[config.mk]
export PLATFORM = sky130hd
export DESIGN_NAME = mdr_mem_interface_flat
export DESIGN_NICKNAME = d
export VERILOG_FILES = /design/src/rtl/mdr_mem_interface_if.sv /design/src/rtl/mdr_mem_interface.sv /design/src/flat_wrapper.sv
export SDC_FILE = /design/constraint.sdc
export NUM_CORES = 1
export LEC_CHECK = 0
export CORE_ASPECT_RATIO = 1.4
export CORE_MARGIN = 2
export CORE_UTILIZATION = 25
export CTS_CLUSTER_DIAMETER = 80
export DETAILED_ROUTE_END_ITERATION = 7
export SLEW_MARGIN = 40
export SYNTH_ARGS = -nofsm -noshare
export SYNTH_HDL_FRONTEND = slang
export SYNTH_SLANG_ARGS = --single-unit
[constraint.sdc]
create_clock -name clock -period 2.8 [get_ports clock]
set_input_delay 0.56 -clock clock [delete_from_list [all_inputs] [get_ports clock]]
set_output_delay 0.56 -clock clock [all_outputs]
set_load 0.05 [all_outputs]
[src/rtl/mdr_mem_interface_if.sv]
// Memory-side handshake bundle between the MDR/MAR stage (master) and external memory (slave).
interface mdr_mem_interface_if #(
  parameter int ADDR_W = 9
) ();
  logic [ADDR_W-1:0] mem_addr;
  logic [31:0]       mem_wdata;
  logic              mem_rd;
  logic              mem_wr;
  logic [31:0]       mem_rdata;
  logic              mem_ack;

  modport master (
    output mem_addr, mem_wdata, mem_rd, mem_wr,
    input  mem_rdata, mem_ack
  );

  modport slave (
    input  mem_addr, mem_wdata, mem_rd, mem_wr,
    output mem_rdata, mem_ack
  );
endinterface

[src/rtl/mdr_mem_interface.sv]
// MAR/MDR capture from the bus mux plus a handshaked memory read/write engine with
// a wait-cycle timeout that aborts transactions the memory never acknowledges.
module mdr_mem_interface #(
  parameter int ADDR_W  = 9,
  parameter int TIMEOUT = 15
) (
  input  logic                clock,
  input  logic                clear,
  input  logic [31:0]         BusMuxOut,
  input  logic                MARin,
  input  logic                MDRin,
  input  logic                Read,
  input  logic                rd_req,
  input  logic                wr_req,
  output logic [31:0]         MDRout_data,
  output logic                busy,
  output logic                done,
  output logic                timeout_err,
  mdr_mem_interface_if.master mem
);

  localparam int CNT_W = $clog2(TIMEOUT + 1);
  localparam logic [CNT_W-1:0] TIMEOUT_C = CNT_W'(TIMEOUT);

  localparam logic [1:0] IDLE    = 2'd0;
  localparam logic [1:0] RD_WAIT = 2'd1;
  localparam logic [1:0] WR_WAIT = 2'd2;

  logic [1:0]        state_r, state_s;
  logic [ADDR_W-1:0] mar_r, mar_s;
  logic [31:0]       mdr_r, mdr_s;
  logic [CNT_W-1:0]  cnt_r, cnt_s;
  logic              done_r, done_s;
  logic              err_r, err_s;
  logic              mem_rd_r, mem_wr_r, busy_r;

  // Next-state, register-load and completion/abort decisions
  always_comb begin
    state_s = state_r;
    mar_s   = mar_r;
    mdr_s   = mdr_r;
    cnt_s   = cnt_r;
    done_s  = 1'b0;
    err_s   = err_r;
    case (state_r)
      IDLE: begin
        if (MARin) begin
          mar_s = BusMuxOut[ADDR_W-1:0];
        end else begin
          mar_s = mar_r;
        end
        if (MDRin) begin
          mdr_s = Read ? mem.mem_rdata : BusMuxOut;
        end else begin
          mdr_s = mdr_r;
        end
        // Read wins; a simultaneous write request is simply dropped
        if (rd_req) begin
          state_s = RD_WAIT;
          cnt_s   = {CNT_W{1'b0}};
        end else if (wr_req) begin
          state_s = WR_WAIT;
          cnt_s   = {CNT_W{1'b0}};
        end else begin
          state_s = IDLE;
        end
      end
      RD_WAIT, WR_WAIT: begin
        // Ack is checked first so an ack on the timeout edge still completes
        if (mem.mem_ack) begin
          if (state_r == RD_WAIT) begin
            mdr_s = mem.mem_rdata;
          end else begin
            mdr_s = mdr_r;
          end
          done_s  = 1'b1;
          state_s = IDLE;
        end else if (cnt_r == TIMEOUT_C) begin
          err_s   = 1'b1;
          state_s = IDLE;
        end else begin
          cnt_s = cnt_r + CNT_W'(1);
        end
      end
      default: begin
        state_s = IDLE;
      end
    endcase
  end

  // State and output registers; strobes are registered from the next state
  always_ff @(posedge clock) begin
    if (clear) begin
      state_r  <= IDLE;
      mar_r    <= {ADDR_W{1'b0}};
      mdr_r    <= 32'd0;
      cnt_r    <= {CNT_W{1'b0}};
      done_r   <= 1'b0;
      err_r    <= 1'b0;
      mem_rd_r <= 1'b0;
      mem_wr_r <= 1'b0;
      busy_r   <= 1'b0;
    end else begin
      state_r  <= state_s;
      mar_r    <= mar_s;
      mdr_r    <= mdr_s;
      cnt_r    <= cnt_s;
      done_r   <= done_s;
      err_r    <= err_s;
      mem_rd_r <= (state_s == RD_WAIT);
      mem_wr_r <= (state_s == WR_WAIT);
      busy_r   <= (state_s != IDLE);
    end
  end

  assign MDRout_data   = mdr_r;
  assign mem.mem_addr  = mar_r;
  assign mem.mem_wdata = mdr_r;
  assign mem.mem_rd    = mem_rd_r;
  assign mem.mem_wr    = mem_wr_r;
  assign busy          = busy_r;
  assign done          = done_r;
  assign timeout_err   = err_r;

endmodule
[src/flat_wrapper.sv]
// flat-port wrapper written by rule: the top's interface ports become plain ports
module mdr_mem_interface_flat 
#(
  parameter int ADDR_W  = 9,
  parameter int TIMEOUT = 15
)
  (clock, clear, BusMuxOut, MARin, MDRin, Read, rd_req, wr_req, MDRout_data, busy, done, timeout_err, mem_mem_addr, mem_mem_wdata, mem_mem_rd, mem_mem_wr, mem_mem_rdata, mem_mem_ack);
  mdr_mem_interface_if #(.ADDR_W(ADDR_W)) mem_i ();
  input  logic clock;
  input  logic clear;
  input  logic [31:0] BusMuxOut;
  input  logic MARin;
  input  logic MDRin;
  input  logic Read;
  input  logic rd_req;
  input  logic wr_req;
  output logic [31:0] MDRout_data;
  output logic busy;
  output logic done;
  output logic timeout_err;
  output wire logic [$bits(mem_i.mem_addr)-1:0] mem_mem_addr;
  output wire logic [$bits(mem_i.mem_wdata)-1:0] mem_mem_wdata;
  output wire logic [$bits(mem_i.mem_rd)-1:0] mem_mem_rd;
  output wire logic [$bits(mem_i.mem_wr)-1:0] mem_mem_wr;
  input wire logic [$bits(mem_i.mem_rdata)-1:0] mem_mem_rdata;
  input wire logic [$bits(mem_i.mem_ack)-1:0] mem_mem_ack;
  assign mem_mem_addr = mem_i.mem_addr;
  assign mem_mem_wdata = mem_i.mem_wdata;
  assign mem_mem_rd = mem_i.mem_rd;
  assign mem_mem_wr = mem_i.mem_wr;
  assign mem_i.mem_rdata = mem_mem_rdata;
  assign mem_i.mem_ack = mem_mem_ack;
  mdr_mem_interface #(.ADDR_W(ADDR_W), .TIMEOUT(TIMEOUT)) u_core (.clock(clock), .clear(clear), .BusMuxOut(BusMuxOut), .MARin(MARin), .MDRin(MDRin), .Read(Read), .rd_req(rd_req), .wr_req(wr_req), .MDRout_data(MDRout_data), .busy(busy), .done(done), .timeout_err(timeout_err), .mem(mem_i));
endmodule
; Word-level counts from Yosys, hierarchy flattened
; Index checks and enable logic that the tools add are counted.
[totals]
in_bits = 72
wordCells = 48
register_bits = 52
output_inout_bits = 78
[classes]
n_addsub = 1
bitwise = 2
mux = 16
eq_ne = 11
reduce_logical = 9
[op_table]
columns = cell, count
row1 = 2-to-1 mux 32 bit, 4
row2 = one-hot mux 32 bit (2 select lines), 1
row3 = 2-to-1 mux 4 bit, 4
row4 = 2-to-1 mux 2 bit, 4
row5 = inequality test 2 bit (second input constant), 4
row6 = one-hot mux 4 bit (2 select lines), 1
row7 = AND reduction 4 bit, 2
row8 = adder 4 x 1 -> 4 bit (second input constant), 1
row9 = equality test 2 x 1 -> 1 bit (second input constant), 2
row10 = equality test 2 bit (second input constant), 2
row11 = equality test 4 bit (second input constant), 1
row12 = one-hot mux 2 bit (2 select lines), 1
row13 = nonzero test 2 bit, 2
row14 = OR reduction 2 bit, 2
row15 = inequality test 3 bit (second input constant), 1
row16 = AND reduction 3 bit, 1
row17 = zero test 2 bit, 1
row18 = inequality test 2 x 1 -> 1 bit (second input constant), 1
row19 = NOT 1 bit, 2
row20 = AND reduction 2 bit, 1
row21 = 2-to-1 mux 1 bit, 1

; Longest topological paths before layout
[logic_depth]
depth_word = 5
ltp_mapped = 8
mapped_depth_nobuf = 6

; Worst setup path before layout
; OpenSTA, ideal clock, no wires.
[synth_timing]
path_kind = register to register
startpoint = register u_core.state_r[0]
endpoint = register u_core.mdr_r[10] (netlist: u_core.MDRout_data[10])
path_stages_with_launch = 9
required_time_ns = 2.709
setup_time_ns = 0.091
setup_slack_ns = 0.734
period_less_slack_ns = 2.066
arrival_ns = 1.975
path_buffers = 2
path_cell_list = dfxtp_1 inv_1 ha_1 buf_2 nor2b_4 a2111oi_4 buf_6 nor2_1 a311oi_1
[synth_between]
elab_chain_cells = 4
word_cells_on_any_way = 10
cone_classes = eq/ne: 5 / mux: 1 / reduce/logical: 4
[synth_rtl]
columns = item, line
row1 = start: declaration, mdr_mem_interface.sv:29  ; logic [1:0] state_r, state_s;
row2 = start signal: assignment, mdr_mem_interface.sv:104  ; state_r <= state_s;
row3 = equality test 2 bit or equality test 2 x 1 -> 1 bit (tied branches), "mdr_mem_interface.sv:45, mdr_mem_interface.sv:71"
row4 = OR reduction 2 bit, mdr_mem_interface.sv:45  ; case (state_r)
row5 = "inequality test 2 x 1 -> 1 bit (no line), or another cell as far along", -
row6 = AND reduction 4 bit (no line), -
row7 = end signal: assignment, mdr_mem_interface.sv:106  ; mdr_r <= mdr_s;
row8 = end: declaration, mdr_mem_interface.sv:31  ; logic [31:0] mdr_r, mdr_s;
; Several ways; a longest one is shown, not always the timed one.
; A chain may end at the register's enable or synchronous reset.

; Final worst setup path
[layout_timing]
startpoint = register u_core.state_r[0]
endpoint = register u_core.mdr_r[6] (netlist: u_core.MDRout_data[6])
; Same word-level chain as after synthesis.

==> out/metrics.cfg <==
[synth]
synth_cell_types = 29
synthSimpleGateAreaFrac_pct = 17.4
syn_nets = 385
synth_top_area_share_pct = 41.2
synth_compound_area_share_pct = 24.0
synthTopCellsByArea = dfxtp_1 (41%), a311oi_1 (11%), buf_4 (9.5%)
synth_xor_area_share_pct = 0
yosysTopAreaCell = dfxtp_1
synthCells = 309
yosysSeqAreaShare_pct = 41.2
synth-seq-cells = 52
avgSynthCellArea_um2 = 8.17
syn_area_um2 = 2520
ys_warn_count = 0
synthMuxAreaShare_pct = 0.446
synthAdderAreaFrac_pct = 1.98
synth_top_family_by_area = compound AO/OA/AOI/OAI gates

[detailed_routing]
vias = 2583
vias_per_cell = 4.70
ant_nets = 0
dr.first_iter.drc_count = 114
wl_per_cell_um = 14.4
drc = 0
drt_pass1_iterations = 4
routed_wl_um = 7920

[setup_path]
cpPeakStageDelay_ns = 0.41
cpMaxStageDelayCell = ha_1
path_max_fanout = 64
crit_path_end_kind = flip-flop
cp_num_buf_inv = 2
startpoint_type = flip-flop
cp.arrival_ns = 2.36
required_ns = 2.99
crit_chain = inv_1 > ha_1 > nor2b_4 > a2111oi_4 > buf_12 > nor2_1 > a311oi_1
cp_top_family = compound AO/OA/AOI/OAI gates
timing_worst_setup_path_type = reg -> reg

[floorplan]
die_area_um2 = 10900
coreArea_um2 = 9850
initial_core_util_pct = 25.6
num_rows = 43
die_w_um = 88.9
ios = 150
dieHeight_um = 123

[pwr]
power_density_nw_per_um2 = 666
total_power_mw = 2.70
max-vdd-ir-drop_mv = 0.360
p_leak_nw = 1.46

[clock_tree]
cts_tree = yes
clock_latency_ns = 0.28
clockRootBuffer = clkbuf_16
cts.htree.levels = 2
cts_resized = 0
ctsLongestPathBuffers = 2
cts_sinks = 52
cts_buffers = 5
path_clk_slew_ns = 0.07
hold_buffers = 0
cts_setup_buffers = 0

[finish]
antenna_cells = 0
fin_nets = 490
layout-drive-gt1-share_pct = 4.34
final_cell_area_um2 = 4060
synthToLayoutAreaGrowth_pct = 60.7

[timing]
rsz0062_at_grt = false
max_freq_mhz = 460
timing.final.crit_share_pct = 77.7
hold_viol_final = 0
setup-tns-final_ns = 0
drv_slew = 0
worst_pin_slew_ns = 0.636
fin_worst_skew_ns = 0.00270
setup_viol = 0
maxSlewHeadroom_pct = 57.6
whs_ns = 0.456
fin_crit_ns = 2.17

[global_routing]
overflow = 0
grt_max_degree = 65
grt_pass1_vias = 2530
grt_pass1_wl_um = 12300
antenna_found_initial = 0
grt_use_total_pct = 14.2

[placed_design]
gp_congestion = 0.789
hpwl_um = 5870
placed_cell_area_um2 = 3870
port_buffers = 149

[worst_hold_path]
hold_path_class = reg -> reg

[flow_run]
cap_violations = 0

[run_status]
outcome = finished, final reports clean

power breakdown:
part	internal (mW)	total [mW]	switching, mW
registers	0.816	0.873	0.0568
logic	0.391	1.09	0.702
clock network	0.471	0.735	0.265
cell usage after synthesis, drive strengths merged:
cell     count
dfxtp       52
nand2       43
buf         40
nor2        37
o21ai       36
a311oi      33
clkbuf      16
a21oi       11
nand3       11
inv          5
ha           4
nand2b       3
nor4         3
a31oi        2
and3         2
a2111oi      1
a21boi       1
a22o         1
a22oi        1
a32o         1
and2         1
mux2         1
nor2b        1
nor3         1
nor3b        1
o2bb2ai      1
cell families after synthesis:
| family | count (synthesis) |
|---|---|
| and+or+nand+nor | 103 |
| AOI/OAI and AO/OA | 88 |
| buffers and inverters | 61 |
| DFF | 52 |
| adders and majority gates | 4 |
| muxes | 1 |
tightest hold or removal path: stages, from the launching register on:
cell     delay (ns)
dfxtp_1        0.31
nand2_1        0.05
a21oi_1        0.05
placed cells by master (no fill, tap or decap), drive strengths merged, types with 2 or more instances in the layout:
| master | n |
|---|---|
| clkdlybuf4s50 | 148 |
| dfxtp | 52 |
| nand2 | 43 |
| nor2 | 37 |
| o21ai | 36 |
| a311oi | 33 |
| nand3 | 11 |
| a21oi | 11 |
| clkbuf | 7 |
| buf | 6 |
| inv | 5 |
| ha | 4 |
| nand2b | 3 |
| nor4 | 3 |
| and3 | 2 |
| a31oi | 2 |
flip-flops by register name, summed over array words and instances, names as in the netlist:
signal and count:
u_core.busy 1, u_core.MDRout_data 32, u_core.mem.mem_wr 1, u_core.state_r 2
u_core.cnt_r 4, u_core.mem.mem_addr 9, u_core.mem.mem_rd 1, u_core.done 1
u_core.timeout_err 1
final cells by class:
type                    count  area [um2]
clock buffers               7         153
clock inverters             1        30.0
fillers                  1027        5790
inverters                   5        18.8
multi-input cells         196        1110
flip-flops and latches     52        1040
well taps                 135         169
repair buffers            154        1540
routing by layer:
layer  part of all wire, %  vias up  GRT usage (%)  wire length [um]
met5                     0        -              0                 0
met4                   1.9        0           4.07               152
met3                   6.0       12           2.56               478
met2                    52       90           25.4              4090
met1                    40     1214           16.9              3200
li1                      -     1267              -                 -
path summary, 6_finish.rpt:
path / from / to / slack [ns] / cells after the start
worst max-delay path: u_core.state_r[0]$_SDFF_PP0_ / u_core.MDRout_data[6]$_SDFFE_PP0P_ / 0.63 / 7
worst min-delay path: u_core.mem.mem_addr[0]$_SDFFE_PP0P_ / u_core.mem.mem_addr[0]$_SDFFE_PP0P_ / 0.46 / 2
worst max register to register: u_core.state_r[0]$_SDFF_PP0_ / u_core.MDRout_data[6]$_SDFFE_PP0P_ / 0.63 / 7
worst min register to register: u_core.mem.mem_addr[0]$_SDFFE_PP0P_ / u_core.mem.mem_addr[0]$_SDFFE_PP0P_ / 0.46 / 2
through the flow:
stage	setup WS, ns	util, %	cells
floorplan	0.734	-	309
global placement	0.556	39.3	542
detailed placement	0.479	39.3	542
CTS	0.611	41.2	550
global route	0.401	41.2	550
finish	0.625	41.2	550
No activity file was read; power rests on OpenSTA's default activity.
